$ cat config.mk
export PLATFORM = sky130hd
export DESIGN_NAME = cube_rot_engine
export DESIGN_NICKNAME = d
export VERILOG_FILES = /design/src/rtl/cube_pkg.sv /design/src/rtl/cube_cmd_fifo.sv /design/src/rtl/cube_rot_engine.sv
export SDC_FILE = /design/constraint.sdc
export NUM_CORES = 1
export LEC_CHECK = 0
export CAP_MARGIN = 20
export CORE_UTILIZATION = 59
export CTS_CLUSTER_SIZE = 24
export DETAILED_ROUTE_END_ITERATION = 6
export PLACE_DENSITY = 0.95
export RECOVER_POWER = 50
export SYNTH_ARGS = -nofsm -noshare
export SYNTH_HDL_FRONTEND = slang
export SYNTH_HIERARCHICAL = 1
export SYNTH_SLANG_ARGS = --single-unit
$ cat constraint.sdc
create_clock -name clk -period 8.52 [get_ports clk]
set_input_delay 1.704 -clock clk [delete_from_list [all_inputs] [get_ports clk]]
set_output_delay 1.704 -clock clk [all_outputs]
set_load 0.1 [all_outputs]
$ cat src/rtl/cube_pkg.sv
// Shared encodings, command bundle and quarter-turn helpers
// for the cube rotation coprocessor.
package cube_pkg;

  localparam int NUM_SLOTS = 8;
  localparam int MAX_FW    = 16;
  localparam int MAX_W     = NUM_SLOTS * MAX_FW;

  typedef enum logic [1:0] {
    OP_ROT   = 2'd0,
    OP_CHECK = 2'd1,
    OP_REF   = 2'd2,
    OP_NOP   = 2'd3
  } op_e;

  typedef enum logic [1:0] {
    AX_X   = 2'd0,
    AX_Y   = 2'd1,
    AX_Z   = 2'd2,
    AX_RSV = 2'd3
  } axis_e;

  typedef enum logic {
    S_IDLE = 1'b0,
    S_EXEC = 1'b1
  } fsm_e;

  typedef struct packed {
    op_e        op;
    axis_e      axis;
    logic [1:0] turns;
    logic [2:0] slot;
  } cmd_t;

  localparam int CMD_W = $bits(cmd_t);

  // Source slot per destination, slot 7 in the top 3 bits.
  localparam logic [23:0] SRC_X =
    {3'd3, 3'd6, 3'd7, 3'd4, 3'd1, 3'd2, 3'd5, 3'd0};
  localparam logic [23:0] SRC_Y =
    {3'd6, 3'd2, 3'd5, 3'd4, 3'd7, 3'd3, 3'd1, 3'd0};
  localparam logic [23:0] SRC_Z =
    {3'd5, 3'd7, 3'd4, 3'd6, 3'd3, 3'd2, 3'd1, 3'd0};
  localparam logic [23:0] SRC_I =
    {3'd7, 3'd6, 3'd5, 3'd4, 3'd3, 3'd2, 3'd1, 3'd0};

  function automatic int src_idx(input axis_e ax,
                                 input int d);
    logic [23:0] t;
    unique case (ax)
      AX_X:    t = SRC_X;
      AX_Y:    t = SRC_Y;
      AX_Z:    t = SRC_Z;
      default: t = SRC_I;
    endcase
    return int'(t[d*3 +: 3]);
  endfunction

  // State is zero-extended to MAX_W; fw selects the live slot width.
  function automatic logic [MAX_W-1:0] rot_q(
    input logic [MAX_W-1:0] s,
    input axis_e            ax,
    input int               fw
  );
    logic [MAX_W-1:0] r;
    int               src;
    r = s;
    for (int d = 0; d < NUM_SLOTS; d++) begin
      src = src_idx(ax, d);
      for (int b = 0; b < MAX_FW; b++) begin
        if (b < fw) r[d*fw + b] = s[src*fw + b];
      end
    end
    return r;
  endfunction

endpackage

$ cat src/rtl/cube_cmd_fifo.sv
// Command queue between the CPU handshake and the rotation FSM.
// Count register disambiguates full from empty.
module cube_cmd_fifo #(
  parameter int DEPTH = 4,
  parameter int WIDTH = 9
) (
  input  logic             clk,
  input  logic             rst,
  input  logic             push,
  input  logic             pop,
  input  logic [WIDTH-1:0] din,
  output logic [WIDTH-1:0] dout,
  output logic             full,
  output logic             empty
);

  localparam int AW = (DEPTH > 1) ? $clog2(DEPTH) : 1;

  logic [WIDTH-1:0] mem_q [DEPTH];
  logic [AW-1:0]    wr_q, wr_d;
  logic [AW-1:0]    rd_q, rd_d;
  logic [AW:0]      cnt_q, cnt_d;
  logic             do_push, do_pop;

  always_comb begin
    full    = (cnt_q == (AW+1)'(DEPTH));
    empty   = (cnt_q == '0);
    dout    = mem_q[rd_q];
    do_push = push && !full;
    do_pop  = pop && !empty;
    wr_d    = do_push ? wr_q + 1'b1 : wr_q;
    rd_d    = do_pop ? rd_q + 1'b1 : rd_q;
    cnt_d   = cnt_q + (AW+1)'(do_push)
                    - (AW+1)'(do_pop);
  end

  always_ff @(posedge clk or posedge rst) begin
    if (rst) begin
      wr_q  <= '0;
      rd_q  <= '0;
      cnt_q <= '0;
    end else begin
      wr_q  <= wr_d;
      rd_q  <= rd_d;
      cnt_q <= cnt_d;
    end
  end

  always_ff @(posedge clk) begin
    if (do_push) mem_q[wr_q] <= din;
  end

endmodule

$ cat src/rtl/cube_rot_engine.sv
// Cube state coprocessor: queued rotations, checks and slot reads,
// one quarter turn per clock.
module cube_rot_engine
  import cube_pkg::*;
#(
  parameter int FIELD_W    = 3,
  parameter int FIFO_DEPTH = 4
) (
  input  logic                 clk,
  input  logic                 rst,
  input  logic                 load_valid,
  input  logic [8*FIELD_W-1:0] state_in,
  input  logic                 cmd_valid,
  output logic                 cmd_ready,
  input  logic [1:0]           cmd_op,
  input  logic [1:0]           cmd_axis,
  input  logic [1:0]           cmd_turns,
  input  logic [2:0]           cmd_slot,
  input  logic [8*FIELD_W-1:0] solved_ref,
  output logic [8*FIELD_W-1:0] state,
  output logic                 busy,
  output logic                 done,
  output logic                 zf,
  output logic [FIELD_W-1:0]   ref_out,
  output logic                 err
);

  localparam int W = NUM_SLOTS * FIELD_W;

  function automatic logic [W-1:0] ident();
    logic [W-1:0] r;
    for (int i = 0; i < NUM_SLOTS; i++)
      r[i*FIELD_W +: FIELD_W] = FIELD_W'(i);
    return r;
  endfunction

  localparam logic [W-1:0] IDENT = ident();

  fsm_e               fsm_q, fsm_d;
  logic [1:0]         cnt_q, cnt_d;
  op_e                op_q, op_d;
  axis_e              axis_q, axis_d;
  logic [2:0]         slot_q, slot_d;
  logic [W-1:0]       cube_q, cube_d;
  logic               zf_q, zf_d;
  logic [FIELD_W-1:0] ref_q, ref_d;
  logic               done_q, done_d;
  logic               err_q, err_d;

  cmd_t               in_cmd, head;
  logic               fifo_full, fifo_empty, pop;
  logic [MAX_W-1:0]   ext, rot;

  always_comb begin
    in_cmd = '{op:    op_e'(cmd_op),
               axis:  axis_e'(cmd_axis),
               turns: cmd_turns,
               slot:  cmd_slot};
  end

  cube_cmd_fifo #(
    .DEPTH (FIFO_DEPTH),
    .WIDTH (CMD_W)
  ) u_fifo (
    .clk   (clk),
    .rst   (rst),
    .push  (cmd_valid),
    .pop   (pop),
    .din   (in_cmd),
    .dout  (head),
    .full  (fifo_full),
    .empty (fifo_empty)
  );

  always_ff @(posedge clk or posedge rst) begin
    if (rst) begin
      fsm_q  <= S_IDLE;
      cnt_q  <= '0;
      op_q   <= OP_NOP;
      axis_q <= AX_X;
      slot_q <= '0;
      cube_q <= IDENT;
      zf_q   <= 1'b0;
      ref_q  <= '0;
      done_q <= 1'b0;
      err_q  <= 1'b0;
    end else begin
      fsm_q  <= fsm_d;
      cnt_q  <= cnt_d;
      op_q   <= op_d;
      axis_q <= axis_d;
      slot_q <= slot_d;
      cube_q <= cube_d;
      zf_q   <= zf_d;
      ref_q  <= ref_d;
      done_q <= done_d;
      err_q  <= err_d;
    end
  end

  always_comb begin
    fsm_d  = fsm_q;
    cnt_d  = cnt_q;
    op_d   = op_q;
    axis_d = axis_q;
    slot_d = slot_q;
    cube_d = cube_q;
    zf_d   = zf_q;
    ref_d  = ref_q;
    done_d = 1'b0;
    err_d  = err_q;
    ext    = '0;
    rot    = '0;
    // A pop makes busy high, so it always beats a load.
    if (load_valid) begin
      if (busy) err_d = 1'b1;
      else      cube_d = state_in;
    end
    unique case (fsm_q)
      S_IDLE: begin
        if (!fifo_empty) begin
          op_d   = head.op;
          axis_d = head.axis;
          slot_d = head.slot;
          cnt_d  = (head.op == OP_ROT) ? head.turns : 2'd0;
          fsm_d  = S_EXEC;
          if (head.op == OP_ROT && head.axis == AX_RSV)
            err_d = 1'b1;
        end
      end
      S_EXEC: begin
        if (cnt_q != 2'd0) begin
          ext[W-1:0] = cube_q;
          rot        = rot_q(ext, axis_q, FIELD_W);
          cube_d     = rot[W-1:0];
          cnt_d      = cnt_q - 2'd1;
        end else begin
          unique case (1'b1)
            (op_q == OP_CHECK): zf_d = (cube_q == solved_ref);
            (op_q == OP_REF):
              ref_d = cube_q[slot_q*FIELD_W +: FIELD_W];
            default: ;
          endcase
          done_d = 1'b1;
          fsm_d  = S_IDLE;
        end
      end
      default: fsm_d = S_IDLE;
    endcase
  end

  always_comb begin
    pop       = (fsm_q == S_IDLE) && !fifo_empty;
    busy      = (fsm_q != S_IDLE) || !fifo_empty;
    cmd_ready = !fifo_full;
    state     = cube_q;
    done      = done_q;
    zf        = zf_q;
    ref_out   = ref_q;
    err       = err_q;
  end

endmodule

==> results.py <==
metrics = {
    "layout": {
        "instances_no_fill": 659,
        "fill_cells": 629,
        "drive_gt1_share_pct": 15.7,
        "utilization_pct": 72.6,
        "regArea_sq_um": 2270,
        "multi_input_area_sq_um": 3030,
        "insertedDiodeCount": 0,
        "final_nets": 623,
        "syn2layout_area_growth_pct": 19.3,
    },
    "critical_path": {
        "path_cells": "nor3_1 > nand2b_1 > clkdlybuf4s50_1",
        "cpLargestDelayFamily": "buffers and inverters",
        "critPathBufInv": 1,
        "r2r_end": "state[15]",
        "crit_start": "u_fifo/cnt_q[1]",
        "reg2reg_slack_ns": 4.90,
        "reg2reg_from": "axis_q[0]",
        "path_class": "reg2out",
        "cp_num_cells": 3,
        "worst_path_max_delay_cell": "clkdlybuf4s50_1",
        "crit_path_max_incr_delay_ns": 1.02,
        "required_ns": 6.82,
        "path_max_fanout": 8,
        "rr_worst_depth": 8,
        "cp-start-kind": "flip-flop",
        "arrival_ns": 2.66,
        "end_kind": "primary output",
    },
    "run_status": {
        "status": "finished, violations left",
        "violations": "max-capacitance violations, max-slew violations",
    },
    "grt": {
        "grt_max_degree": 41,
        "grt_antenna_before_repair": 0,
        "grt_use_met1_pct": 38.8,
        "grt_pass1_vias": 4511,
        "grt_pass1_wl_um": 23800,
        "busiest_layer": "met2",
        "grt_usage_pct": 32.2,
        "overflow": 0,
        "grt.met3_usage_pct": 6.82,
        "use_met2_pct": 54.3,
    },
    "placed_design": {
        "portBuffers": 92,
        "place_congestion": 0.972,
        "dpl.cell_count": 643,
        "dpl.hpwl_um": 10300,
        "pre_cts_slack_ns": 4.53,
    },
    "timing": {
        "clock_skew_ns": 0.0151,
        "tns_ns": 0,
        "tightest_slew_ns": 2.30,
        "slew_viol_final": 41,
        "setup_viol": 0,
        "max-slew-margin-rel_pct": -53.6,
        "rsz0062_at_grt": "false",
        "max_freq_mhz": 229,
        "finalHoldViolCount": 0,
        "post-route-min-period_ns": 4.37,
        "min_period_over_period_pct": 51.3,
        "worst_slack_ns": 4.15,
    },
    "synth": {
        "syn_inst": 480,
        "synth_seq_cells": 83,
        "synthesis.area_sq_um": 5600,
        "yosys_most_used_dff": "edfxtp_1",
        "synth_nets": 560,
        "synth.distinct_cells": 62,
        "synth-async-reset-ratio_pct": 56.6,
        "synth_enable_flop_cells": 36,
        "yosysWarnings": 6,
        "syn_avg_cell_area_sq_um": 11.7,
        "synth_seq_area_share_pct": 40.6,
    },
    "cts": {
        "cts-htree-levels": 3,
        "cts_resized": 0,
        "cts_buffers": 9,
        "cts-root-buf": "clkbuf_8",
        "cts_hold_buf": 0,
        "cts_tree": "yes",
        "clock-sinks": 83,
        "clk_pin_slew_ns": 0.09,
        "cts_buffer_depth": 2,
        "post_cts_buffers": 0,
        "worstSkewPairLatency_ns": 0.35,
    },
    "routing": {
        "drt_pass1_iterations": 5,
        "ant_nets": 0,
        "drt_wl_total_um": 15300,
        "drc": 0,
        "wl_per_cell_um": 23.3,
        "vias": 4516,
        "via_per_inst": 6.85,
        "drt-initial-drc-count": 490,
    },
    "min_path": {
        "hold_depth": 2,
        "min_delay_worst_endpoint": "ref_out[1]",
        "hp-start": "ref_out[1]",
        "hp-class": "reg2reg",
    },
    "floorplan": {
        "coreArea_sq_um": 9200,
        "rows": 35,
        "initial_utilization_pct": 60.9,
        "die_h_um": 99.4,
        "ioPinCount": 93,
        "die_w_um": 99.4,
        "die_area_sq_um": 9880,
    },
    "flow_run": {
        "cap_violations": 1,
    },
}
## per-layer routing
layer  vias to the layer above  share of wire, %
met5                         -                 0
met4                         0               4.4
met3                        75                11
li1                       1939                 -
met1                      2170                36
met2                       332                49
## flip-flops by register name, summed over array words and instances (netlist names)
register,cells
axis_q,2
cnt_q,2
done,1
err,1
fsm_q,1
op_q,2
ref_out,3
slot_q,3
state,24
u_fifo/cnt_q,3
u_fifo/mem_q,36
u_fifo/rd_q,2
u_fifo/wr_q,2
zf,1
## worst min-delay path, delay by kind of cell (launching register included)
family          cells  cell delay (ns)
compound gates      1             0.07
flops               1             0.36
simple gates        1             0.05
## cells in the mapped netlist (3+ instances only)
cell | number | area, sq um
xor2_1 | 15 | 131
a311oi_1 | 5 | 43.8
mux4_2 | 38 | 856
nand4_1 | 5 | 31.3
ha_1 | 18 | 225
a211oi_1 | 4 | 30.0
mux2_2 | 10 | 113
a221o_1 | 4 | 40.0
nand2_1 | 38 | 143
nand3b_1 | 5 | 37.5
inv_1 | 22 | 82.6
dfstp_2 | 14 | 368
a21oi_1 | 20 | 100
xnor2_1 | 13 | 114
a31oi_1 | 3 | 18.8
nand3_1 | 11 | 55.1
o22ai_1 | 8 | 50.1
dfrtp_1 | 33 | 826
o211ai_1 | 5 | 37.5
clkbuf_1 | 27 | 101
mux2i_1 | 25 | 250
buf_6 | 3 | 33.8
nor4_1 | 6 | 37.5
and3b_1 | 5 | 43.8
o21ai_0 | 18 | 90.1
nor2b_1 | 3 | 18.8
nand2b_1 | 9 | 56.3
edfxtp_1 | 36 | 1080
buf_2 | 10 | 50.1
nor3_1 | 7 | 35.0
nor2_1 | 19 | 71.3
## how the worst max path moves through the flow
stage	endpoint
2_1_floorplan	busy
3_3_place_gp	state[13]
3_5_place_dp	state[13]
4_1_cts	busy
5_1_grt	busy
6_report	busy
## cell usage in the layout, fill, tap and decap left out, types with 6 or more instances in the layout
cell type / n
nand3_1: 11
mux2_2: 10
nand2_1: 38
nor3_1: 7
clkbuf_8: 10
nand2b_1: 9
mux4_2: 38
clkdlybuf4s50_1: 81
xnor2_1: 13
dfrtp_1: 33
o22ai_1: 8
dfstp_2: 14
ha_1: 18
xor2_1: 15
nor4_1: 6
o21ai_0: 18
a21oi_1: 20
nor2_1: 19
dlygate4sd3_1: 11
edfxtp_1: 36
inv_1: 22
mux2i_1: 25
## cells by family (layout without fill, tap and decap cells)
family | count (synthesis) | in the layout | synth area share, %
xor+xnor | 28 | 28 | 4.38
buf+inv | 67 | 135 | 5.25
compound gates | 87 | 87 | 10.8
mux | 76 | 76 | 23.0
simple gates | 120 | 120 | 11.6
flops | 83 | 83 | 40.6
fa+ha+maj | 19 | 19 | 4.38
## metrics by stage
stage	hold WS, ns	area, sq um
floorplan	0.466	5600
global placement	0.473	6480
detailed placement	0.491	6480
CTS	0.516	6680
global route	0.549	6680
finish	0.506	6680
## cell type report
cell class | count | share of cell area [%]
clock buffers | 11 | 2.12
clock inverters | 5 | 0.900
inverters | 23 | 1.29
multi-input cells | 330 | 45.4
flip-flops and latches | 83 | 34.1
well taps | 111 | 2.08
repair buffers | 96 | 14.2
Power is left out: the tool's default activity adds up to more than one toggle a clock period on the data nets, which glitch-free logic cannot reach.
